[config.mk]
export PLATFORM = sky130hd
export DESIGN_NAME = varicode_deframer
export DESIGN_NICKNAME = d
export VERILOG_FILES = /design/src/rtl/varicode_pkg.sv /design/src/rtl/varicode_deframer.sv
export SDC_FILE = /design/constraint.sdc
export NUM_CORES = 1
export LEC_CHECK = 0
export BUFFER_PORTS_ARGS = -buffer_cell sky130_fd_sc_hd__buf_2
export CELL_PAD_IN_SITES_DETAIL_PLACEMENT = 0
export CELL_PAD_IN_SITES_GLOBAL_PLACEMENT = 1
export CORE_MARGIN = 2
export CORE_UTILIZATION = 50
export CTS_CLUSTER_DIAMETER = 100
export DETAILED_ROUTE_END_ITERATION = 8
export PLACE_DENSITY_LB_ADDON = 0.15
export SETUP_SLACK_MARGIN = 0.02
export SLEW_MARGIN = 5
export SYNTH_ARGS = -nofsm -noshare
export SYNTH_HDL_FRONTEND = slang
export SYNTH_SLANG_ARGS = --single-unit
[constraint.sdc]
create_clock -name clk -period 4.3 [get_ports clk]
set_input_delay 0.86 -clock clk [delete_from_list [all_inputs] [get_ports clk]]
set_output_delay 0.86 -clock clk [all_outputs]
set_load 0.05 [all_outputs]
[src/rtl/varicode_pkg.sv]
// Shared constants and state encoding for the PSK31 varicode deframer.
package varicode_pkg;

    localparam int VARICODE_W_DEFAULT = 10;
    // Two consecutive zeros separate varicode symbols.
    localparam int SEP_ZEROS = 2;

    typedef enum logic [1:0] {
        IDLE    = 2'd0,
        COLLECT = 2'd1,
        RESYNC  = 2'd2
    } state_e;

endpackage

[src/rtl/varicode_deframer.sv]
// Splits a demodulated PSK31 bit stream into varicode symbols on "00" separators,
// emitting each symbol right-aligned with a one-cycle code_valid strobe.
module varicode_deframer
    import varicode_pkg::*;
#(
    parameter int VARICODE_W = VARICODE_W_DEFAULT
) (
    input  logic                  clk,
    input  logic                  rst_n,
    input  logic                  bit_in,
    input  logic                  bit_valid,
    output logic [VARICODE_W-1:0] varicode,
    output logic                  code_valid,
    output logic                  overflow_err
);

    localparam int LEN_W = $clog2(VARICODE_W + 3);
    localparam int ZC_W  = $clog2(SEP_ZEROS + 1);

    state_e                state_q, state_d;
    logic [VARICODE_W-1:0] shreg_q, shreg_d;
    logic [LEN_W-1:0]      len_q, len_d;
    logic                  pz_q, pz_d;
    logic [ZC_W-1:0]       zcnt_q, zcnt_d;
    logic                  emit, ovf;

    always_ff @(posedge clk or negedge rst_n) begin
        if (!rst_n) begin
            state_q      <= IDLE;
            shreg_q      <= '0;
            len_q        <= '0;
            pz_q         <= 1'b0;
            zcnt_q       <= '0;
            varicode     <= '0;
            code_valid   <= 1'b0;
            overflow_err <= 1'b0;
        end else begin
            // NOTE: non-blocking assignments so every register samples the pre-edge values.
            state_q      <= state_d;
            shreg_q      <= shreg_d;
            len_q        <= len_d;
            pz_q         <= pz_d;
            zcnt_q       <= zcnt_d;
            code_valid   <= emit;
            overflow_err <= ovf;
            if (emit) begin
                varicode <= shreg_q;
            end
        end
    end

    always_comb begin
        // NOTE: defaults first so no path through the case leaves a signal unassigned (no latches).
        state_d = state_q;
        shreg_d = shreg_q;
        len_d   = len_q;
        pz_d    = pz_q;
        zcnt_d  = zcnt_q;
        emit    = 1'b0;
        ovf     = 1'b0;

        if (bit_valid) begin
            unique case (state_q)
                IDLE: begin
                    if (bit_in) begin
                        shreg_d = VARICODE_W'(1);
                        len_d   = LEN_W'(1);
                        pz_d    = 1'b0;
                        state_d = COLLECT;
                    end
                end

                COLLECT: begin
                    if (!pz_q && !bit_in) begin
                        pz_d = 1'b1;
                    end else if (pz_q && !bit_in) begin
                        emit    = 1'b1;
                        shreg_d = '0;
                        len_d   = '0;
                        pz_d    = 1'b0;
                        state_d = IDLE;
                    end else if ((!pz_q && len_q > LEN_W'(VARICODE_W - 1)) ||
                                 ( pz_q && len_q > LEN_W'(VARICODE_W - 2))) begin
                        // Symbol would not fit: drop it and wait for a clean separator.
                        ovf     = 1'b1;
                        shreg_d = '0;
                        len_d   = '0;
                        pz_d    = 1'b0;
                        zcnt_d  = '0;
                        state_d = RESYNC;
                    end else if (!pz_q) begin
                        shreg_d = (shreg_q << 1) | VARICODE_W'(1);
                        len_d   = len_q + LEN_W'(1);
                    end else begin
                        // A lone deferred zero was an in-symbol zero: insert "01" at once.
                        shreg_d = (shreg_q << 2) | VARICODE_W'(1);
                        len_d   = len_q + LEN_W'(2);
                        pz_d    = 1'b0;
                    end
                end

                RESYNC: begin
                    if (bit_in) begin
                        zcnt_d = '0;
                    end else if (zcnt_q == ZC_W'(SEP_ZEROS - 1)) begin
                        zcnt_d  = '0;
                        state_d = IDLE;
                    end else begin
                        zcnt_d = zcnt_q + ZC_W'(1);
                    end
                end

                default: begin
                    state_d = IDLE;
                end
            endcase
        end
    end

endmodule

==> results of run 1 <==
## metrics by stage
stage	instance area, sq um	power (mW)	worst slack (ns)
detailed placement	1690	0.909	2.14
finish	1780	1.15	2.07
global route	1780	1.22	1.92
floorplan	1630	0.827	2.41
CTS	1780	1.15	2.08
global placement	1690	0.900	2.19
## metal layers
| metal | share of wire (%) | wire length (microns) | global-route usage, % |
|---|---|---|---|
| met5 | 0 | 0 | 0 |
| met3 | 3.4 | 104 | 4.41 |
| met2 | 47 | 1440 | 28.4 |
| met4 | 2.1 | 65 | 10.2 |
| met1 | 47 | 1440 | 25.1 |
## layout make-up
cell class | instances | share of cell area (%)
Inverter | 6 | 1.27
Multi-Input combinational cell | 98 | 42.8
Tap cell | 44 | 3.10
Timing Repair Buffer | 15 | 4.23
Clock inverter | 2 | 1.97
Clock buffer | 6 | 2.89
Sequential cell | 31 | 43.7
## where the power goes
| part | switching, mW | total, mW | internal [mW] | leakage [nW] |
|---|---|---|---|---|
| Sequential | 0.103 | 0.467 | 0.363 | 0.412 |
| Clock | 0.108 | 0.245 | 0.137 | 0.0482 |
| Combinational | 0.263 | 0.440 | 0.177 | 0.361 |
## placed cells by master, fill, tap and decap left out, types with 2 or more instances in the layout
cell      netlist  final
mux2_4          9      9
mux2i_1         9      9
ha_1            5      5
inv_1           6      6
nor2b_1         2      2
buf_2           2     15
o21ai_2         7      7
o21ai_0         9      9
nor3_1          2      2
o21ai_1         3      3
clkbuf_4        0      5
nor2_1          6      6
nand2_1        12     12
dfrtp_1        31     31
nand2b_1        3      3
nand3_1         3      3
a21oi_1         7      7
## state kept, by name, indices dropped and copies added (netlist names)
| name | cells |
|---|---|
| state_q | 2 |
| code_valid | 1 |
| overflow_err | 1 |
| len_q | 4 |
| zcnt_q | 2 |
| pz_q | 1 |
| varicode | 10 |
| shreg_q | 10 |
## worst min-delay path by stage
stage	from	to	slack [ns]	depth (start not counted)
2_1_floorplan	shreg_q[9]	shreg_q[9]	0.45	2
3_3_place_gp	shreg_q[9]	shreg_q[9]	0.47	2
3_5_place_dp	shreg_q[9]	shreg_q[9]	0.48	2
4_1_cts	shreg_q[9]	shreg_q[9]	0.50	2
5_1_grt	zcnt_q[1]	zcnt_q[1]	0.52	2
6_report	shreg_q[9]	shreg_q[9]	0.50	2
## worst reg2reg max path: stages, from the launching register on
cell and delay (ns):
dfrtp_1 0.90, nor3_1 0.18, o31ai_4 0.40, nand2b_1 0.41
o22ai_1 0.25
## cell families (layout without fill, tap and decap cells)
| family | Yosys count | count (layout) |
|---|---|---|
| flops | 31 | 31 |
| buf+inv | 13 | 29 |
| compound gates | 36 | 36 |
| fa+ha+maj | 5 | 5 |
| mux | 19 | 19 |
| simple gates | 38 | 38 |
==> results.md, run 1 <==
- Synth Instances: ~140
- Critical Path AT: 2.49 ns
- Max-slew headroom: 44.3%
- GRT Resource Usage Total: 18.8%
- Final Slew Violations: 0
- IO Count: 16
- Setup Crit Path Kind: reg2reg
- Fin crit period: 2.23 ns
- Critical path depth: 4
- Total iterations of the first detailed-routing run: 4
- Reg clk slew, reported paths: 0.10 ns
- Worst setup SP type: flop
- Reg-to-Reg End: len_q[1]
- Register Area: roughly 780 sq um
- Number of global-route vias before repair: 1,040
- Worst path cell trace: nor3_1, o31ai_4, nand2b_1, o22ai_1
- Crit-path max cell delay: about 0.90 ns
- Worst skew pair latency: 0.34 ns
- Area delta synth->final: 9.15%
- Slowest stage cell, crit path: dfrtp_1
- Area share of fa/ha/maj cells after synthesis: 3.85%
- Core Box Area: 3080 sq um
- Top cells by count, synth: dfrtp_1, nand2_1, mux2_4, mux2i_1, o21ai_0
- Hold Slack: slightly below 0.5 ns
- Avg Vias per Cell: 5.34
- Layout cells sized above 1: between 20% and 30%
- Antenna violations before repair: 0
- Cell taking the most area after synthesis: dfrtp_1
- Area share of and/or/nand/nor cells after synthesis: 12.7%
- ANT nets after route: 0
- RSZ-0062 raised after global routing: false
- Setup crit end kind: flop
- CTS buffer count: 5
- FF-to-FF path depth: 4
- CP Data Required Time: between 4 and 5 ns
- # DRC: 0
- Largest cells by area after synthesis: dfrtp_1, mux2_4, mux2i_1
- Clk sinks: 31
- Post-synth EDFFs: 0
- Fillers: 256
- DP Wirelength: 2.02 mm
- Status: complete, no violations
- Total negative setup slack: 0 ns
- CP top delay family: flip-flops
- R2R Path Start: pz_q
- Min-delay worst type: reg2reg
- Max-cap violations: 0
- Max Root-Sink Buffers: 2
- Vias: 1,079
- Final WL: 3.04 mm
- WL per Instance: roughly 15 microns
- Sequential fraction of the synthesis area: 47.7%
- Post-synth ARST share: 100%
- Total Die Area: 3730 sq um
- Initial drt markers: 40
- Prevailing post-synth register cell: dfrtp_1
- Worst Setup EP: len_q[1]
- Std cell rows: 20
- Xor/xnor cell area share of the yosys netlist: 0%
- Leakage: ~0.8 nW
- Gates resized, CTS repair: 0
- Clock Root Buffer: clkbuf_4
- Mux contribution to synthesized area: 14.5%
- Util after Layout: 57.7%
- Non-filler cells, final: around 200
- Crit path buffers/inverters: 0
- Routability cong.: 0.776
- Mapped Area: 1630 sq um
- Area occupied by multi-input gates: around 760 sq um
- Clock Skew: 0.00219 ns
- Grt ovf: 0
- Die width: 61.0 microns
- Initial cell density of the core: 52.8%
- CTS tree: yes
- Fmax: 0.448 GHz
- Register-to-Register Setup Slack: just over 2 ns
- Final hold viol count: 0
- Register bit count reported by yosys: 31
- Largest family of logic cells by synthesized area: compound AO/OA/AOI/OAI gates
- Largest net degree at the start of global routing: 32
- Chip height: 61.0 microns
- Tightest Pin Transition: roughly 0.84 ns
- Mapped Nets: between 150 and 200
- Pwr Density: 649 nW/um^2
- Complex-gate fraction of the synthesized area: 15.7%
- Final setup vio count: 0
- Port bufs: 15
- Nets@finish: 166
- Post-CTS setup buffers: 0
- Peak supply drop: 308 uV
- Fin crit share: 51.9%
- Synth warn: 0
- H-tree depth: 2
- Area fraction of the dominant cell type after synthesis: 47.7%
- Avg Synthesized Cell Area: 11.5 sq um
- Hold buffers post-CTS: 0
- Placed Instances: 194
- Netlist cell types: 40
- Wire length of the first global-routing pass: 4.98 mm
- Top-count cell post-synth: dfrtp_1
- ANT cells: 0
- CP Max Fanout: 22
- Beginning of the critical path: pz_q
(Power assumes the default switching activity.)
==> run 2, diff against run 1 <==
--- a/config.mk
+++ b/config.mk
@@ -5,11 +5,12 @@
 export SDC_FILE = /design/constraint.sdc
 export NUM_CORES = 1
 export LEC_CHECK = 0
+export ABC_AREA = 1
 export BUFFER_PORTS_ARGS = -buffer_cell sky130_fd_sc_hd__buf_2
 export CELL_PAD_IN_SITES_DETAIL_PLACEMENT = 0
 export CELL_PAD_IN_SITES_GLOBAL_PLACEMENT = 1
 export CORE_MARGIN = 2
-export CORE_UTILIZATION = 50
+export CORE_UTILIZATION = 38
 export CTS_CLUSTER_DIAMETER = 100
 export DETAILED_ROUTE_END_ITERATION = 8
 export PLACE_DENSITY_LB_ADDON = 0.15
==> constraint.sdc (replaced) <==
create_clock -name clk -period 2 [get_ports clk]
set_input_delay 0.4 -clock clk [delete_from_list [all_inputs] [get_ports clk]]
set_output_delay 0.4 -clock clk [all_outputs]
set_load 0.05 [all_outputs]
==> run 2 against run 1 <==
Effect of this change:
- area after synthesis down 2.5%
- worst setup slack worse by 1.9 ns
- clock power rose to 2.6 times the previous value
- global-route usage down 1.7 points
- clock-buffer cell count unchanged
- highest routed layer unchanged
- sequential power up 97%
- power up 120%
- critical path type unchanged
- die area up 26%
- via count up 21%
- critical path depth up 4
- register-to-register slack worse by 1.9 ns
- largest power group is now combinational cells
==> results.md, run 2 <==
- Grt ovf: 0 (unchanged)
- Layout cells sized above 1: 15.5% (-14 points)
- Commonest non-fill, non-tap cell in the layout: nand2_1
- Fillers: 410 (+60%)
- Post-synth ARST share: 100% (unchanged)
- Avg Synthesized Cell Area: 7.66 sq um (-33%)
- Fmax: 0.561 GHz (+25%)
- WL per Instance: 12.5 microns (-17%)
- Clock Skew: 0.00471 ns (+0.00252 ns)
- Initial cell density of the core: 39.6% (-13 points)
- Setup crit end kind: flop
- Sequential fraction of the synthesis area: 48.9% (+1.2 points)
- Total negative setup slack: 0 ns (unchanged)
- Post-synth EDFFs: 0 (unchanged)
- Port bufs: 15 (unchanged)
- Tightest Pin Transition: 0.692 ns (-0.143 ns)
- Std cell rows: 23 (+15%)
- CP Data Required Time: 2.22 ns (-2.34 ns)
- Die width: 68.6 microns (+12%)
- Crit-path max cell delay: 0.65 ns (-0.25 ns)
- H-tree depth: 2 (unchanged)
- Setup Crit Path Kind: reg2reg
- CP Max Fanout: 15 (-32%)
- R2R Path Start: pz_q
- Reg clk slew, reported paths: 0.07 ns (-0.03 ns)
- Peak supply drop: 588 uV (+91%)
- Beginning of the critical path: pz_q
- Max-slew headroom: 53.8% (+9.5 points)
- Pwr Density: 1380 nW/um^2 (+110%)
- # DRC: 0 (unchanged)
- Total iterations of the first detailed-routing run: 4 (unchanged)
- Worst skew pair latency: 0.28 ns (-0.06 ns)
- Core Box Area: 4000 sq um (+30%)
- Crit path buffers/inverters: 2 (+2)
- Fin crit period: 1.78 ns (-0.449 ns)
- Synth Instances: 207 (+46%)
- ANT cells: 0 (unchanged)
- Synth warn: 0 (unchanged)
- ANT nets after route: 0 (unchanged)
- RSZ-0062 raised after global routing: false
- Max Root-Sink Buffers: 2 (unchanged)
- Max Used Layer: met4
- Vias: 1,308 (+21%)
- Antenna violations before repair: 0 (unchanged)
- GRT Resource Usage Total: 17.1% (-1.7 points)
- Met2 WL: 1.54 mm (+6.8%)
- Register Area: 776 sq um (unchanged)
- Chip height: 68.6 microns (+12%)
- Leakage: 0.977 nW (+19%)
- Status: complete, no violations
- Met1 WL: 1.68 mm (+17%)
- Largest net degree at the start of global routing: 32 (unchanged)
- CP top delay family: simple AND/OR/NAND/NOR gates
- Clk sinks: 31 (unchanged)
- Area occupied by multi-input gates: 699 sq um (-8.1%)
- Hold buffers post-CTS: 0 (unchanged)
- Initial drt markers: 79 (+98%)
- Nets@finish: 234 (+41%)
- Final hold viol count: 0 (unchanged)
- IO Count: 16 (unchanged)
- Routability cong.: 0.774 (-0.24%)
- Top-count cell post-synth: nand2_1
- Netlist cell types: 20 (-50%)
- Final Slew Violations: 0 (unchanged)
- Overall Power: 2.50 mW (+120%)
- Mapped Area: 1590 sq um (-2.5%)
- Avg Vias per Cell: 4.74 (-11%)
- Fin crit share: 89.1% (+37 points)
- Post-CTS setup buffers: 0 (unchanged)
- CTS buffer count: 5 (unchanged)
- Area fraction of the dominant cell type after synthesis: 48.9% (+1.2 points)
- Slowest stage cell, crit path: dfrtp_1
- Register bit count reported by yosys: 31 (unchanged)
- Prevailing post-synth register cell: dfrtp_1
- Cell taking the most area after synthesis: dfrtp_1
- DP Wirelength: 2.41 mm (+20%)
- DR WL met3: 174 microns (+67%)
- Total Die Area: 4700 sq um (+26%)
- Min-delay worst type: in2async
- CTS tree: yes
- Wire length of the first global-routing pass: 5.93 mm (+19%)
- Mapped Nets: 216 (+43%)
- Worst setup SP type: flop
- Most frequent cells in the layout: nand2_1, dfrtp_1, o21ai_0
- Largest cells by area after synthesis: dfrtp_1, nand2_1, o21ai_0
- Number of global-route vias before repair: 1,246 (+20%)
- Area delta synth->final: 14.6%
- Final setup vio count: 0 (unchanged)
- Final WL: 3.45 mm (+13%)
- Gates resized, CTS repair: 0 (unchanged)
- Top flop regs: shreg_q (10), varicode (10), len_q (4)
- Max-cap violations: 0 (unchanged)
- Top cells by count, synth: nand2_1, dfrtp_1, o21ai_0
- Worst path cell trace: nor2_1, inv_1, nor2_1, nor2_4, inv_2, nor2_4, nand2_1, nand2_1
- Clock Root Buffer: clkbuf_8
- Critical Path AT: 2.01 ns (-0.48 ns)
[run 2: cell count changes after synthesis, sizes merged, moves of 3 or more]
cell	before	now
nand2	12	85
inv	6	21
mux2	10	0
nor2	7	17
mux2i	9	0
nand3	3	11
buf	6	3
nand2b	3	0
nor2b	3	0
[run 2: path summary, 6_finish.rpt]
| path | cells after the start | slack [ns] | end |
|---|---|---|---|
| max | 8 | 0.22 | len_q[3] |
| max reg2reg | 8 | 0.22 | len_q[3] |
| min | 1 | 0.15 | zcnt_q[1] |
| min reg2reg | 2 | 0.48 | shreg_q[3] |
| min in group clk | 4 | 0.44 | zcnt_q[1] |
| max in group asynchronous | 1 | 1.40 | len_q[1] |
[run 2: layout make-up]
| class | instances | share of cell area (%) |
|---|---|---|
| clock inverter | 2 | 1.93 |
| timing repair buffer | 16 | 4.55 |
| tap | 50 | 3.44 |
| multi-input combinational | 150 | 38.5 |
| inverter | 21 | 4.34 |
| clock buffer | 6 | 4.55 |
| sequential | 31 | 42.7 |
[run 2: stage by stage]
stage	utilization, %	area (sq um)	hold slack (ns)	instances	setup slack, ns
final	45.4	1820	0.152	276	0.218
after global routing	45.4	1820	0.210	276	0.0209
after CTS	45.4	1820	0.185	276	0.194
after detailed placement	42.5	1700	0.470	268	0.211
after global placement	42.5	1700	0.465	268	0.227
after floorplan	-	1590	0.104	207	0.565
[run 2: routing by layer]
| layer | global-route usage (%) | vias to the layer above |
|---|---|---|
| li1 | - | 685 |
| met1 | 23.3 | 585 |
| met2 | 25.8 | 31 |
| met3 | 4.38 | 7 |
| met4 | 7.00 | 0 |
| met5 | 0 | - |
[run 2: where the power goes]
group	leakage, nW	internal, mW	switching [mW]
sequential	0.411	0.774	0.148
combinational	0.505	0.260	0.669
clock	0.0612	0.403	0.245
[run 2: cells by family (layout without fill, tap and decap cells)]
logic type	count (synthesis)	count (layout)	synth area share [%]
AOI/OAI and AO/OA	26	26	8.21
DFF	31	31	48.9
xor gates and xnor gates	1	1	0.553
and+or+nand+nor	118	118	31.4
buffers and inverters	26	45	6.95
adders and majority gates	5	5	3.95
